--- src/rtl/hub75_scan_driver.sv ---
// HUB75 scan driver: shifts, latches, displays and blanks one row at a time
// for a 1/16-scan RGB panel, pulling pixel bits from a combinational source.
module hub75_scan_driver #(
   parameter int COLS      = 64,
   parameter int ROWS      = 16,
   parameter int CLK_DIV   = 1,
   parameter int ON_CYC    = 256,
   parameter int BLANK_CYC = 4
) (
   input  logic       clk,
   input  logic       rst,
   input  logic       en,
   output logic [5:0] col,
   output logic [3:0] row,
   input  logic       R0,
   input  logic       G0,
   input  logic       B0,
   input  logic       R1,
   input  logic       G1,
   input  logic       B1,
   output logic       pR0,
   output logic       pG0,
   output logic       pB0,
   output logic       pR1,
   output logic       pG1,
   output logic       pB1,
   output logic       pclk,
   output logic       lat,
   output logic       oe_n,
   output logic [3:0] addr,
   output logic       frame_done
);

   typedef enum logic [2:0] {IDLE, SHIFT, LATCH, DISPLAY, BLANK} state_t;

   localparam logic [5:0]  COL_LAST = 6'(COLS - 1);
   localparam logic [3:0]  ROW_LAST = 4'(ROWS - 1);
   localparam logic [31:0] DIV_LAST = 32'(CLK_DIV - 1);
   localparam logic [31:0] ON_LAST  = 32'(ON_CYC - 1);
   localparam logic [31:0] BL_LAST  = 32'(BLANK_CYC - 1);

   state_t      state, state_nx;
   logic [31:0] cnt, cnt_nx;
   logic        ph, ph_nx;
   logic [5:0]  col_nx;
   logic [3:0]  row_nx, addr_nx;
   logic [5:0]  pix, pix_nx, pix_in;
   logic        pclk_nx, lat_nx, oe_n_nx, fd_nx;

   assign pix_in = {R0, G0, B0, R1, G1, B1};
   assign {pR0, pG0, pB0, pR1, pG1, pB1} = pix;

   // State and all output registers; reset forces panel dark and unlatched.
   always_ff @(posedge clk or posedge rst) begin
      if (rst) begin
         state      <= IDLE;
         cnt        <= '0;
         ph         <= 1'b0;
         col        <= '0;
         row        <= '0;
         addr       <= '0;
         pix        <= '0;
         pclk       <= 1'b0;
         lat        <= 1'b0;
         oe_n       <= 1'b1;
         frame_done <= 1'b0;
      end else begin
         state      <= state_nx;
         cnt        <= cnt_nx;
         ph         <= ph_nx;
         col        <= col_nx;
         row        <= row_nx;
         addr       <= addr_nx;
         pix        <= pix_nx;
         pclk       <= pclk_nx;
         lat        <= lat_nx;
         oe_n       <= oe_n_nx;
         frame_done <= fd_nx;
      end
   end

   // Next-state and next-output logic for the scan sequence.
   always_comb begin
      state_nx = state;
      cnt_nx   = cnt;
      ph_nx    = ph;
      col_nx   = col;
      row_nx   = row;
      addr_nx  = addr;
      pix_nx   = pix;
      pclk_nx  = pclk;
      lat_nx   = lat;
      oe_n_nx  = oe_n;
      fd_nx    = 1'b0;
      unique case (state)
         IDLE: begin
            pclk_nx = 1'b0;
            oe_n_nx = 1'b1;
            lat_nx  = 1'b0;
            col_nx  = '0;
            if (en) begin
               state_nx = SHIFT;
               cnt_nx   = '0;
               ph_nx    = 1'b0;
               pix_nx   = pix_in;
            end
         end
         SHIFT: begin
            if (cnt == DIV_LAST) begin
               cnt_nx = '0;
               if (!ph) begin
                  ph_nx   = 1'b1;
                  pclk_nx = 1'b1;
                  col_nx  = (col == COL_LAST) ? 6'd0 : col + 6'd1;
               end else if (col == 6'd0) begin
                  // last column's high phase is over: latch the row
                  state_nx = LATCH;
                  ph_nx    = 1'b0;
                  pclk_nx  = 1'b0;
                  lat_nx   = 1'b1;
                  addr_nx  = row;
                  row_nx   = (row == ROW_LAST) ? 4'd0 : row + 4'd1;
               end else begin
                  ph_nx   = 1'b0;
                  pclk_nx = 1'b0;
                  pix_nx  = pix_in;
               end
            end else begin
               cnt_nx = cnt + 32'd1;
            end
         end
         LATCH: begin
            state_nx = DISPLAY;
            lat_nx   = 1'b0;
            oe_n_nx  = 1'b0;
            cnt_nx   = '0;
         end
         DISPLAY: begin
            if (cnt == ON_LAST) begin
               state_nx = BLANK;
               oe_n_nx  = 1'b1;
               cnt_nx   = '0;
            end else begin
               cnt_nx = cnt + 32'd1;
            end
         end
         BLANK: begin
            if (cnt == BL_LAST) begin
               cnt_nx = '0;
               fd_nx  = (row == 4'd0);
               if (en) begin
                  state_nx = SHIFT;
                  ph_nx    = 1'b0;
                  pclk_nx  = 1'b0;
                  pix_nx   = pix_in;
               end else begin
                  state_nx = IDLE;
               end
            end else begin
               cnt_nx = cnt + 32'd1;
            end
         end
         default: state_nx = IDLE;
      endcase
   end

endmodule

--- config.mk ---
export PLATFORM = sky130hd
export DESIGN_NAME = hub75_scan_driver
export DESIGN_NICKNAME = d
export VERILOG_FILES = /design/src/rtl/hub75_scan_driver.sv
export SDC_FILE = /design/constraint.sdc
export NUM_CORES = 1
export LEC_CHECK = 0
export ABC_AREA = 1
export BUFFER_PORTS_ARGS = -buffer_cell sky130_fd_sc_hd__buf_2
export CAP_MARGIN = 20
export CORE_MARGIN = 5
export CORE_UTILIZATION = 35
export CTS_CLUSTER_SIZE = 25
export DETAILED_ROUTE_END_ITERATION = 7
export PLACE_DENSITY = 0.57
export REMOVE_ABC_BUFFERS = 1
export SLEW_MARGIN = 15
export SYNTH_ARGS = -nofsm -noshare
export SYNTH_HDL_FRONTEND = slang
export SYNTH_SLANG_ARGS = --single-unit
export TNS_END_PERCENT = 20
--- constraint.sdc ---
create_clock -name clk -period 2.49 [get_ports clk]
set_clock_uncertainty 0.15 [all_clocks]
set_input_delay 0.1245 -clock clk [delete_from_list [all_inputs] [get_ports clk]]
set_output_delay 0.1245 -clock clk [all_outputs]
set_load 0.005 [all_outputs]
==> impl_metrics.toml, run 1 <==
[run_status]
outcome = "completed"

[floorplanning]
io_pins = 33
die_w_um = 112.8
core_area_mm2 = 0.01032
floorplan.initialDensity = 0.3581
die_area_mm2 = 0.01272
rows = 37
die_height_um = 112.8

[setup_path]
worstPathArrival_ps = 2300
cp_max_fo = 13
cp-end-kind = "flop"
rr_startpoint = "cnt[0]"
cp_slowest_cell = "dfrtp_1"
required_ps = 2550
slowest_delay_ps = 420
path_delay_family = "simple AND/OR/NAND/NOR gates"
cp.buffers_inverters = 0
path_class = "reg2reg"
cp-start-kind = "flop"
critPathMostFrequentCell = "nand2_1"
cp-startpoint = "cnt[0]"
cp_cell_sequence = "ha_1 > nand2_1 > nor2_4 > nand2_2 > nor2_1 > nand2_1 > nand2_1 > nand3_4 > nor2_4 > nor2_1"

[hold_path]
hp-start = "en"
hold_class = "in2reg"

[timing]
maxSlewViolCount = 0
setup_tns_ps = 0
grt_setup_unrepaired = "no"
maxSlewHeadroom = 0.6719
hold_ws_ps = 77.29
tightest_slew_ps = 490.4
min_period_ps = 2244
finalHoldViolations = 0
fmax_mhz = 445.6
setup_viol = 0
fin_crit_sh = 0.9013

[yosys]
ys.flop_type = "dfrtp_1"
ys_seq_area_frac = 0.4064
synthCells = 536
syn_area_mm2 = 0.003697
synthArstFlopShare = 1.000
synth_edf_count = 0
synth_cell_types = 35
ys_ff_latch = 60
ys_warn_count = 0
avgSynthCellArea_um2 = 6.898

[finish]
diodes = 0
drive_gt1_frac = 0.1397
final_cell_mix = "162 x nand2_1, 83 x nor2_1, 61 x inv_1, 59 x dfrtp_1, 44 x nand3_1"
fin_cells = 730
nets = 604
num-fill-cells = 1076
area_growth_pct = 17.23
layout_commonest_cell = "nand2_1"
stdcell_area_mm2 = 0.004334

[detailed_routing]
routedWlPerCell_um = 12.84
drtIter0Drc = 253
wl_met2_um = 4305
via_count = 3500
wl_met1_um = 4551
avgViaCountPerCell = 4.795
finalWirelength_um = 9374
ant_nets = 0
wl_met3_um = 400
dr.pass1.iters = 4
drc = 0
top_layer = "met4"

[grt]
grt_use_total = 0.1557
gr-total-overflow = 0
grt_first_pass_wirelength_um = 16100
grt_pass1_vias = 3486
grt_max_degree = 22
antenna_found_initial = 0

[clocking]
cts_tree = "yes"
post_cts_buffers = 0
clk_pin_slew_ps = 70
insertion_delay_ps = 340
ctsHtreeMaxLevel = 3
ctsHoldBuffers = 7
cts_buffer_depth = 2
root_buffer = "clkbuf_8"
cts_buffers = 9
cts_sinks = 60
ctsResizeCount = 0

[placement]
port-buffer-count = 32
dp_cells = 707
gp_congestion = 0.9320
hpwl_um = 7205
dpl_cell_area_mm2 = 0.004065

[power_and_ir_drop]
ir_drop_mv = 0.4787
pwr_density_cell_mw_per_mm2 = 842.7
p_leak_nw = 2.123

[job]
cap_violations = 0
-- layout make-up --
type | instances | area [µm²] | area share
Clock inverter | 7 | 75.07 | 0.01732
Timing Repair Buffer | 50 | 312.8 | 0.07217
Tap cell | 136 | 170.2 | 0.03926
Multi-Input combinational cell | 398 | 1887 | 0.4353
Inverter | 70 | 262.8 | 0.06062
Clock buffer | 9 | 123.9 | 0.02858
Sequential cell | 60 | 1503 | 0.3467
-- metal layers --
layer	vias to the layer above	track usage
li1	1796	-
met1	1619	0.2086
met2	73	0.2476
met3	12	0.04225
met4	0	0.04407
met5	-	0
-- kinds of logic (layout without fill, tap and decap cells) --
family	count (synthesis)	count (layout)	share of synthesized area
simple gates	329	329	0.3787
flops	60	60	0.4064
xor+xnor	14	14	0.03316
buf+inv	78	136	0.08325
fa+ha+maj	6	6	0.02030
compound gates	49	49	0.07818
-- Yosys cell counts, drive strengths merged (2+ instances only) --
master | count | area share
nor3 | 20 | 0.028
nand2 | 164 | 0.17
xnor2 | 2 | 0.0047
buf | 7 | 0.011
nand3 | 46 | 0.067
o21ai | 34 | 0.051
dfrtp | 59 | 0.40
o211ai | 2 | 0.0041
nand3b | 4 | 0.0081
xor2 | 12 | 0.028
inv | 70 | 0.071
or2 | 2 | 0.0034
nand4 | 6 | 0.010
a21oi | 6 | 0.0081
nor2 | 87 | 0.094
ha | 6 | 0.020
o311ai | 2 | 0.0047
-- worst paths after layout --
kind | to | slack [ps] | cells after the start
worst max-delay path | cnt[2] | 250 | 10
worst min-delay path | state[0] | 80 | 5
worst max register to register | cnt[2] | 250 | 10
worst min register to register | addr[1] | 330 | 2
max in group asynchronous | oe_n | 1290 | 4
min in group asynchronous | pix[5] | 190 | 3
-- through the flow --
step                utilization  worst slack [ps]  total power, mW
finish                   0.4198             245.7            3.652
global route             0.4198             4.764            3.965
CTS                      0.4198             215.5            3.709
detailed placement       0.3938             239.6            2.787
global placement         0.3938             343.0            2.776
floorplan                     -             578.6            2.262
-- power breakdown --
group | total [mW] | internal [mW] | switching, mW | leakage (nW)
clock network | 0.889 | 0.467 | 0.422 | 0.0923
registers | 1.30 | 1.16 | 0.135 | 0.807
logic | 1.47 | 0.484 | 0.983 | 1.22
total | 3.65 | 2.11 | 1.54 | 2.12
-- state kept, by name, indices dropped and copies added, names as in the netlist --
register,flops
pclk,1
addr,4
state,3
pix,6
col,6
ph,1
oe_n,1
row,4
cnt,32
frame_done,1
lat,1
-- worst reg2reg max path: cells and delay by family (launching register included) --
kind | cells | cell delay [ps]
DFF | 1 | 420
adders and majority gates | 1 | 230
and+or+nand+nor | 9 | 1340
(Power assumes the default switching activity.)
==> run 2, diff against run 1 <==
Settings changed: CORE_UTILIZATION 35 to 45, CTS_CLUSTER_SIZE 25 to 12, PLACE_DENSITY 0.57 to 0.68.
==> impl_metrics.toml, run 2 (synthesized netlist as in run 1, its figures left out) <==
[floorplanning]
rows = 33
io_pins = 33
core_area_mm2 = 0.008093
die_area_mm2 = 0.01013
die_height_um = 100.6
floorplan.initialDensity = 0.4569
die_w_um = 100.6

[timing]
min_period_ps = 2142
maxSlewViolCount = 0
fmax_mhz = 466.9
fin_crit_sh = 0.8601
setup_tns_ps = 0
finalHoldViolations = 0
tightest_slew_ps = 762.0
maxSlewHeadroom = 0.4920
fin_ws_ps = 348.3
grt_setup_unrepaired = "no"
setup_viol = 0

[placement]
gp_congestion = 0.9532
dp_cells = 671
place_ws_ps = 223.4
port-buffer-count = 32
hpwl_um = 6568

[power_and_ir_drop]
switching_share = 0.4261
p_comb_frac = 0.426
p_leak_nw = 2.107
p_int_mw = 2.088
p_sw_mw = 1.550
power_frac_clock = 0.217
ir_drop_mv = 0.5163
p_seq_frac = 0.357
pwr_density_cell_mw_per_mm2 = 849.5

[grt]
globalRouteMet2Util = 0.2901
use_met1 = 0.2603
met3_usage = 0.05536
grt_pass1_vias = 3351
grt_use_total = 0.1919
grt_first_pass_wirelength_um = 15530
gr-total-overflow = 0
antenna_found_initial = 0
grt_max_degree = 61
grt_busiest_layer = "met2"

[detailed_routing]
dr.pass1.iters = 5
ant_nets = 0
routedWlPerCell_um = 12.94
via_count = 3523
avgViaCountPerCell = 5.047
finalWirelength_um = 9034
drc = 0
drtIter0Drc = 205

[setup_path]
worstPathArrival_ps = 2210
cp_max_fo = 12
ff2ff_path_depth = 11
cp-end-kind = "flop"
rr_startpoint = "cnt[0]"
r2r_end = "cnt[20]"
path_class = "reg2reg"
cp-start-kind = "flop"
required_ps = 2560
rrSetupSlack_ps = 350

[finish]
reg_top3 = "cnt x32, col x6, pix x6"
largest_reg_flops = 32
nets = 603
final_cell_mix = "162 x nand2_1, 83 x nor2_1, 61 x inv_1, 59 x dfrtp_1, 44 x nand3_1"
area_growth_pct = 15.84
fin_cells = 698
drive_gt1_frac = 0.1383
top_register = "cnt"
layout_commonest_cell = "nand2_1"
diodes = 0

[hold_path]
hold_end = "state[0]"
hp-start = "en"
hold_class = "in2reg"
min_path_cells = 5

[clocking]
ctsHtreeMaxLevel = 3
cts_tree = "yes"
cts_buffers = 9
insertion_delay_ps = 350
cts_buffer_depth = 2
root_buffer = "clkbuf_8"
clk_pin_slew_ps = 70
cts_sinks = 60

[job]
cap_violations = 0

[run_status]
outcome = "completed"
[run 2: cell count changes in the layout (fill, tap and decap cells not counted)]
cell,previous run,this run
buf_4,11,8
buf_12,0,1
bufinv_16,1,0
nor2_4,2,3
inv_6,2,0
clkinvlp_4,3,4
clkinv_2,1,2
clkbuf_8,9,10
[run 2: layout make-up]
| class | count | area, µm² |
|---|---|---|
| flip-flops and latches | 60 | 1503 |
| repair buffers | 48 | 310.3 |
| clock inverters | 6 | 40.04 |
| inverters | 70 | 262.8 |
| fillers | 813 | 3810 |
| multi-input cells | 399 | 1898 |
| well taps | 105 | 131.4 |
| clock buffers | 10 | 137.6 |
[run 2: worst max-delay path: stages (launching register included)]
cell     delay (ps)
dfrtp_1         420
ha_1            220
nand2_1         130
nor2_4          170
nand2_2          90
nor2_1          140
nand2_1          80
nand2_1         140
nand3_4         160
buf_12          190
nand2_1          50
o21ai_0          80
[run 2: worst max path at each step]
stage	from	endpoint	cells after the start
2_1_floorplan	cnt[0]	cnt[10]	10
3_3_place_gp	cnt[0]	cnt[3]	10
3_5_place_dp	cnt[0]	cnt[10]	10
4_1_cts	cnt[0]	cnt[10]	10
5_1_grt	cnt[0]	cnt[0]	11
6_report	cnt[0]	cnt[20]	11
[run 2: timing repair]
item | CTS | global route
setup buffers | 0 | 3
hold buffers | 7 | 0
gates resized for setup | 0 | 1
hold endpoints to repair | 65 | 0
endpoints found under the setup margin | 0 | 13
[run 2: through the flow]
step	power, mW	hold slack (ps)	cell area, µm²	util
6_report	3.638	33.21	4283	0.5292
5_1_grt	3.935	65.66	4283	0.5292
4_1_cts	3.546	21.35	4237	0.5235
3_5_place_dp	2.735	223.0	3989	0.4929
3_3_place_gp	2.714	211.3	3989	0.4929
2_1_floorplan	2.262	107.7	3652	-
[run 2: power groups by stage]
stage | sequential [mW] | clock, mW | combinational, mW
3_5_place_dp | 1.31 | 0 | 1.42
6_report | 1.30 | 0.790 | 1.55
4_1_cts | 1.30 | 0.816 | 1.43
5_1_grt | 1.32 | 0.861 | 1.75
2_1_floorplan | 1.31 | 0 | 0.951
3_3_place_gp | 1.31 | 0 | 1.41
[run 2: metal layers]
layer	part of all wire	vias up	wire, µm
met3	0.055	16	495
met5	0	-	0
met4	0.019	0	171
met2	0.45	89	4105
li1	-	1795	-
met1	0.47	1623	4261
